[src/rtl/instr_encoder.sv]
// instr_encoder: packs symbolic instructions into 16-bit words and writes
// them to consecutive instruction-memory addresses while the core is idle.
// Word layout: {op[15:11], f1[10:8], low[7:0]}.
// Optional feature macro: INSTR_ENCODER_CHECKSUM_EN adds a 16-bit XOR
// checksum output covering every word written since start.
// Handshake: a transfer happens on a rising edge where in_valid and
// in_ready are both high; in_valid may be held, and in_ready depends only
// on the registered state and the start/finish pulses of the same cycle.
module instr_encoder #(
    parameter int DEPTH  = 256,
    parameter int ADDR_W = 8
) (
    input  logic              clk,
    input  logic              rst_n,
    input  logic              start,
    input  logic              finish,
    input  logic              in_valid,
    output logic              in_ready,
    input  logic [4:0]        in_opcode,
    input  logic [2:0]        in_rd,
    input  logic [2:0]        in_rs,
    input  logic [7:0]        in_imm,
    output logic              im_we,
    output logic [ADDR_W-1:0] im_addr,
    output logic [15:0]       im_wdata,
    output logic [ADDR_W:0]   word_count,
    output logic              busy,
    output logic              done,
    output logic              full,
    output logic              err,
`ifdef INSTR_ENCODER_CHECKSUM_EN
    output logic [15:0]       checksum,
`endif
    output logic [1:0]        dbg_state
);

    localparam int CW = ADDR_W + 1;
    localparam logic [CW-1:0] LAST_IDX = CW'(DEPTH - 1);

    typedef enum logic [1:0] {
        S_IDLE  = 2'd0,
        S_LOAD  = 2'd1,
        S_DONE  = 2'd2,
        S_ERROR = 2'd3
    } state_t;

    state_t            state_q, state_d;
    logic              we_q, we_d;
    logic [ADDR_W-1:0] addr_q, addr_d;
    logic [15:0]       wdata_q, wdata_d;
    logic [CW-1:0]     count_q, count_d;
    logic              full_q, full_d;
    logic              err_q, err_d;
    logic [15:0]       csum_q, csum_d;

    logic              transfer;
    logic              legal;
    logic [15:0]       enc_word;

    // Pack the fields by instruction class; fields a class does not use are zero.
    function automatic logic [15:0] encode(input logic [4:0] op, input logic [2:0] rd,
                                           input logic [2:0] rs, input logic [7:0] imm);
        logic [15:0] w;
        w = '0;
        case (op)
            5'd1, 5'd2, 5'd3, 5'd4, 5'd5, 5'd6, 5'd7, 5'd8, 5'd12: w = {op, rd, rs, 5'b0};
            5'd9, 5'd10, 5'd11:                                   w = {op, rd, imm};
            5'd13, 5'd14, 5'd15, 5'd16, 5'd17:                    w = {op, 3'b000, imm};
            default:                                              w = '0;
        endcase
        return w;
    endfunction

    assign in_ready = (state_q == S_LOAD) & ~start & ~finish;
    assign transfer = in_valid & in_ready;
    assign legal    = (in_opcode <= 5'd17);
    assign enc_word = encode(in_opcode, in_rd, in_rs, in_imm);

    // Next-state and output-register computation; start overrides everything.
    always_comb begin
        state_d = state_q;
        we_d    = 1'b0;
        addr_d  = addr_q;
        wdata_d = wdata_q;
        count_d = count_q;
        full_d  = full_q;
        err_d   = err_q;
        csum_d  = csum_q;
        if (start) begin
            state_d = S_LOAD;
            addr_d  = '0;
            count_d = '0;
            full_d  = 1'b0;
            err_d   = 1'b0;
            csum_d  = '0;
        end else if (state_q == S_LOAD) begin
            if (finish) begin
                state_d = S_DONE;
            end else if (transfer) begin
                if (legal) begin
                    // word_count doubles as the next free address; it never
                    // reaches DEPTH here because the last write leaves LOAD.
                    we_d    = 1'b1;
                    addr_d  = count_q[ADDR_W-1:0];
                    wdata_d = enc_word;
                    count_d = count_q + 1'b1;
                    csum_d  = csum_q ^ enc_word;
                    if (count_q == LAST_IDX) begin
                        full_d  = 1'b1;
                        state_d = S_DONE;
                    end
                end else begin
                    err_d   = 1'b1;
                    state_d = S_ERROR;
                end
            end
        end
    end

    // State and output registers; reset drops the write strobe immediately.
    always_ff @(posedge clk or negedge rst_n) begin
        if (!rst_n) begin
            state_q <= S_IDLE;
            we_q    <= 1'b0;
            addr_q  <= '0;
            wdata_q <= '0;
            count_q <= '0;
            full_q  <= 1'b0;
            err_q   <= 1'b0;
            csum_q  <= '0;
        end else begin
            state_q <= state_d;
            we_q    <= we_d;
            addr_q  <= addr_d;
            wdata_q <= wdata_d;
            count_q <= count_d;
            full_q  <= full_d;
            err_q   <= err_d;
            csum_q  <= csum_d;
        end
    end

    assign im_we      = we_q;
    assign im_addr    = addr_q;
    assign im_wdata   = wdata_q;
    assign word_count = count_q;
    assign busy       = (state_q == S_LOAD);
    assign done       = (state_q == S_DONE);
    assign full       = full_q;
    assign err        = err_q;
    assign dbg_state  = state_q;

`ifdef INSTR_ENCODER_CHECKSUM_EN
    assign checksum = csum_q;
`else
    logic unused_csum;
    assign unused_csum = ^csum_q;
`endif

endmodule

[config.mk]
export PLATFORM = sky130hd
export DESIGN_NAME = instr_encoder
export DESIGN_NICKNAME = d
export VERILOG_FILES = /design/src/rtl/instr_encoder.sv
export SDC_FILE = /design/constraint.sdc
export NUM_CORES = 1
export LEC_CHECK = 0
export BUFFER_PORTS_ARGS = -buffer_cell sky130_fd_sc_hd__buf_2
export CAP_MARGIN = 20
export CORE_MARGIN = 2
export CORE_UTILIZATION = 43
export DETAILED_ROUTE_END_ITERATION = 6
export PLACE_DENSITY_LB_ADDON = 0.3
export SYNTH_ARGS = -nofsm -noshare
export SYNTH_HDL_FRONTEND = slang
export SYNTH_SLANG_ARGS = --single-unit
[constraint.sdc]
create_clock -name clk -period 2.1 [get_ports clk]
set_input_delay 0.105 -clock clk [delete_from_list [all_inputs] [get_ports clk]]
set_output_delay 0.105 -clock clk [all_outputs]
set_load 0.005 [all_outputs]
# ---- Word level (Yosys, flattened, before mapping)
# Cells that the tools add are included.
dict set report word_totals {
  reg_bits 38
  in_bits 24
  output_inout_bits 41
}
dict set report op_classes {
  add_sub_neg 1
  n_lt_le_gt_ge 1
  n_eq_ne 23
  mux 33
  n_bitwise 5
  reduce_logical 13
}
# op count
set op_table {}
lappend op_table {{16-bit one-hot mux with 3 select lines} 1}
lappend op_table {{9-bit two-way mux} 5}
lappend op_table {{5-bit by 4-bit equality test with 1-bit output (second input constant)} 8}
lappend op_table {{8-bit two-way mux} 5}
lappend op_table {{5-bit by 3-bit equality test with 1-bit output (second input constant)} 4}
lappend op_table {{1-bit two-way mux} 16}
lappend op_table {{2-bit two-way mux} 6}
lappend op_table {{5-bit by 2-bit equality test with 1-bit output (second input constant)} 2}
lappend op_table {{5-bit equality test (second input constant)} 2}
lappend op_table {{5-bit AND reduction} 2}
lappend op_table {{9-bit by 1-bit adder with 9-bit output (second input constant)} 1}
lappend op_table {{9-bit by 8-bit equality test with 1-bit output (second input constant)} 1}
lappend op_table {{9-bit OR reduction} 1}
lappend op_table {{4-bit AND reduction} 2}
lappend op_table {{2-bit nonzero test} 4}
lappend op_table {{5-bit by 1-bit equality test with 1-bit output (second input constant)} 1}
lappend op_table {{5-bit <= comparator (second input constant)} 1}
lappend op_table {{5-bit OR reduction} 1}
lappend op_table {{2-bit inequality test (second input constant)} 2}
lappend op_table {{4-bit by 3-bit inequality test with 1-bit output (second input constant)} 1}
lappend op_table {{1-bit AND} 3}
lappend op_table {{3-bit AND reduction} 1}
lappend op_table {{3-bit nonzero test} 1}
lappend op_table {{3-bit OR reduction} 1}
lappend op_table {{other kinds (3)} 4}

# ---- Longest topological paths before layout
dict set report depth {
  ltp_word 8
  mapped_depth 8
  ltp_nobuf 8
}

# ---- Least setup slack after synthesis
# No wires, ideal clock.
dict set report synth_path {
  path_kind {reg2reg}
  from {register state_q[1] (netlist: dbg_state[1])}
  to {register count_q[6] (netlist: word_count[6])}
  arrival_ps 2006
  path_slack_ps 16
  stages_incl_launch_ff 7
  path_buffers 2
  synth_period_minus_slack_ps 2084
  cell_sequence {dfrtp_1 -> or4b_1 -> buf_2 -> or3_1 -> buf_2 -> or4_1 -> a21oi_1}
}
dict set report synth_via {
  elab_chain_len 6
}
# item line
set synth_lines {}
lappend synth_lines {{start, declared} 47} ;# state_t state_q, state_d;
lappend synth_lines {{start signal, assigned} 132} ;# state_q <= state_d;
lappend synth_lines {{2-bit by 1-bit equality test with 1-bit output *} {74, 96}}
lappend synth_lines {{1-bit AND (2 in a row)} 74} ;# assign in_ready = (state_q == S_LOAD) & ~start & ~finish;
lappend synth_lines {{1-bit AND} 75} ;# assign transfer = in_valid & in_ready;
lappend synth_lines {{2-bit nonzero test (no source line)} --}
lappend synth_lines {{4-bit AND reduction (no source line) *} --}
lappend synth_lines {{end signal, assigned} 136} ;# count_q <= count_d;
lappend synth_lines {{end, declared} 51} ;# logic [CW-1:0] count_q, count_d;
# Every way passes the cells marked *; elsewhere a longest branch is shown, timed or not.
# A chain may end at the register's enable or synchronous reset.

# ---- Final worst setup path
# Ends and elaborated chain as after synthesis.

==> flow_summary.json <==
{
  "outcome": "complete, no violations",
  "layout.cells.most_common": "buf_2",
  "vias": 1542,
  "rows": 22,
  "slew_headroom_pct": 45.37,
  "port_buffers": 64,
  "hold_end": "im_wdata[10]",
  "synth_area_leaders": "dfrtp_1, nand2_1, nor2_1",
  "initial_core_util_pct": 45.32,
  "drive_gt1_share_pct": 33.06,
  "cts_max_level": 2,
  "post_cts_buffers": 0,
  "yosysWarningCount": 0,
  "path_delay_family": "simple AND/OR/NAND/NOR gates",
  "cts-root-buf": "clkbuf_8",
  "critPathRequiredTime_ns": 2.31,
  "synth_ff_type": "dfrtp_1",
  "r2r-start": "dbg_state[1]",
  "grt_max_degree": 39,
  "dp.cells": 287,
  "antenna_found_initial": 0,
  "cp.arrival_ns": 2.18,
  "worstPathCellList": "or4b_1 > or3_4 > or4_1 > a21oi_1",
  "clockBufferDepth": 2,
  "p_per_area_nw_per_um2": 734.7,
  "period_share_pct": 93.70,
  "drc_errors": 0,
  "ant_nets": 0,
  "drv_slew": 0,
  "grt_remaining_overflow": 0,
  "hold_depth": 2,
  "end_kind": "flop",
  "final_util_pct": 59.26,
  "worst-setup-path-type": "flop to flop",
  "hp-start": "in_rd[2]",
  "cp.buffers_inverters": 0,
  "drt-total-wl_um": 3867,
  "synth-seq-cells": 38,
  "via_per_inst": 5.209,
  "cp_max_fo": 5,
  "dpl.hpwl_um": 2866,
  "yosys.cell_types.count": 32,
  "area_delta_synth_final_pct": 30.76,
  "hold_viol": 0,
  "track_usage_pct": 19.32,
  "clkSinkCount": 38,
  "syn_area_per_cell_um2": 9.569,
  "grt_pass1_vias": 1439,
  "tns_ns": 0,
  "wl_per_cell_um": 13.06,
  "synthArstFlopShare_pct": 100.0,
  "p_leak_uw": 0.001190,
  "synth.net_count": 202,
  "synth-seq-area-share_pct": 56.46,
  "rsz0062_at_grt": "false",
  "numCtsBuffers": 5,
  "initialDrtViolationCount": 87,
  "rr_endpoint": "word_count[6]",
  "synth_top_area_share_pct": 56.46,
  "antenna_cells": 0,
  "place.gp.congestion": 0.7504,
  "final_cell_mix": "buf_2, nand2_1, dfrtp_1",
  "syn_inst": 176,
  "slowest_stage": "or4b_1",
  "max_freq_mhz": 508.2,
  "r2r_slack_ns": 0.13,
  "synth_area_leader_cell": "dfrtp_1",
  "cts_tree": "done",
  "io_pins": 65,
  "peakVddDrop_mv": 0.4964,
  "die_area_um2": 4433,
  "final.min_clock_period_ns": 1.968,
  "grt_pass1_wl_um": 6354,
  "setup_viol_count_final": 0,
  "cap_violations": 0,
  "min_path_type": "primary input to flop",
  "synth-edff-count": 0,
  "finalClockSkew_ns": 0.001351,
  "cp-start-kind": "flop",
  "reg2reg_depth": 4,
  "fin_nets": 273,
  "core_area_um2": 3716,
  "netlist_area_um2": 1684,
  "clk_pin_slew_ns": 0.07,
  "drt_first_pass_iters": 4,
  "slowest_delay_ns": 0.51,
  "die_h_um": 66.58,
  "worst_pin_slew_ns": 0.8195,
  "die_x_um": 66.58,
  "insertion_delay_ns": 0.28,
  "finalNonFillerCells": 296
}
-- synthesized netlist by cell type, drive strengths merged, types with 4 or more instances --
cell,number
a21oi,5
a22o,4
buf,5
clkbuf,4
dfrtp,38
inv,6
nand2,43
nand3,9
nand3b,7
nor2,16
nor4,4
xnor2,5
-- logic make-up (layout without fill, tap and decap cells) --
family,count (synthesis),count (layout),synth area share [%]
fa+ha+maj,2,2,1.486
xor+xnor,5,5,2.600
buf+inv,15,87,3.640
compound gates,23,23,9.584
mux,2,2,1.189
flops,38,38,56.46
simple gates,91,91,25.04
-- sequential cells by signal, summed over array words and instances, names as in the netlist --
signal,count
im_wdata,16
word_count,9
im_addr,8
dbg_state,2
err,1
full,1
im_we,1
-- worst register-to-register path, delay by kind of cell (launching register included) --
family | cells | cell delay (ns)
flip-flops | 1 | 0.41
AND/OR/NAND/NOR | 3 | 1.33
AO/OA/AOI/OAI | 1 | 0.15
-- final cells by class --
class                      count  area, um^2
fill                         330        1514
sequential                    38       950.9
multi-input combinational    123       684.4
timing repair buffer          73       390.4
clock buffer                   7       86.33
tap                           48       60.06
inverter                       6       25.02
clock inverter                 1       5.005
-- where the power goes --
group          internal [uW]  switching [uW]  leakage, uW
logic                    129             132     0.000634
registers                809            41.4     0.000508
clock network            265             242    0.0000482
total                   1200             416      0.00119
-- timing repair --
| action | in CTS | in global routing |
|---|---|---|
| hold buffers | 1 | 0 |
| endpoints found under the setup margin | 0 | 10 |
| gates resized for setup | 0 | 4 |
| hold endpoints to repair | 38 | 0 |
-- routing by layer --
metal | global-route usage, % | vias up | wire [um]
met5 | 0 | - | 0
met2 | 30.38 | 53 | 1838
met4 | 8.673 | 0 | 87
met3 | 6.081 | 8 | 207
met1 | 24.32 | 737 | 1734
li1 | - | 744 | -
-- worst max path at each step --
stage / from / end / cells after the start
3_5_place_dp: dbg_state[1] / im_wdata[10] / 7
2_1_floorplan: dbg_state[1] / word_count[6] / 6
6_report: dbg_state[1] / word_count[6] / 4
5_1_grt: dbg_state[1] / im_wdata[10] / 7
3_3_place_gp: dbg_state[1] / im_wdata[10] / 7
4_1_cts: dbg_state[1] / im_wdata[10] / 7
-- stage by stage --
stage               setup slack (ns)  hold slack, ns  cell area, um^2  power, uW
floorplan                    0.01595         -0.1906             1684      971.8
global placement             0.08466          0.2446             2086       1118
detailed placement           0.07286          0.2545             2086       1126
CTS                          0.07132         0.02392             2187       1634
global route                 0.01454         0.02382             2202       1714
finish                        0.1322         0.03507             2202       1618
No activity file was read; power rests on OpenSTA's default activity.
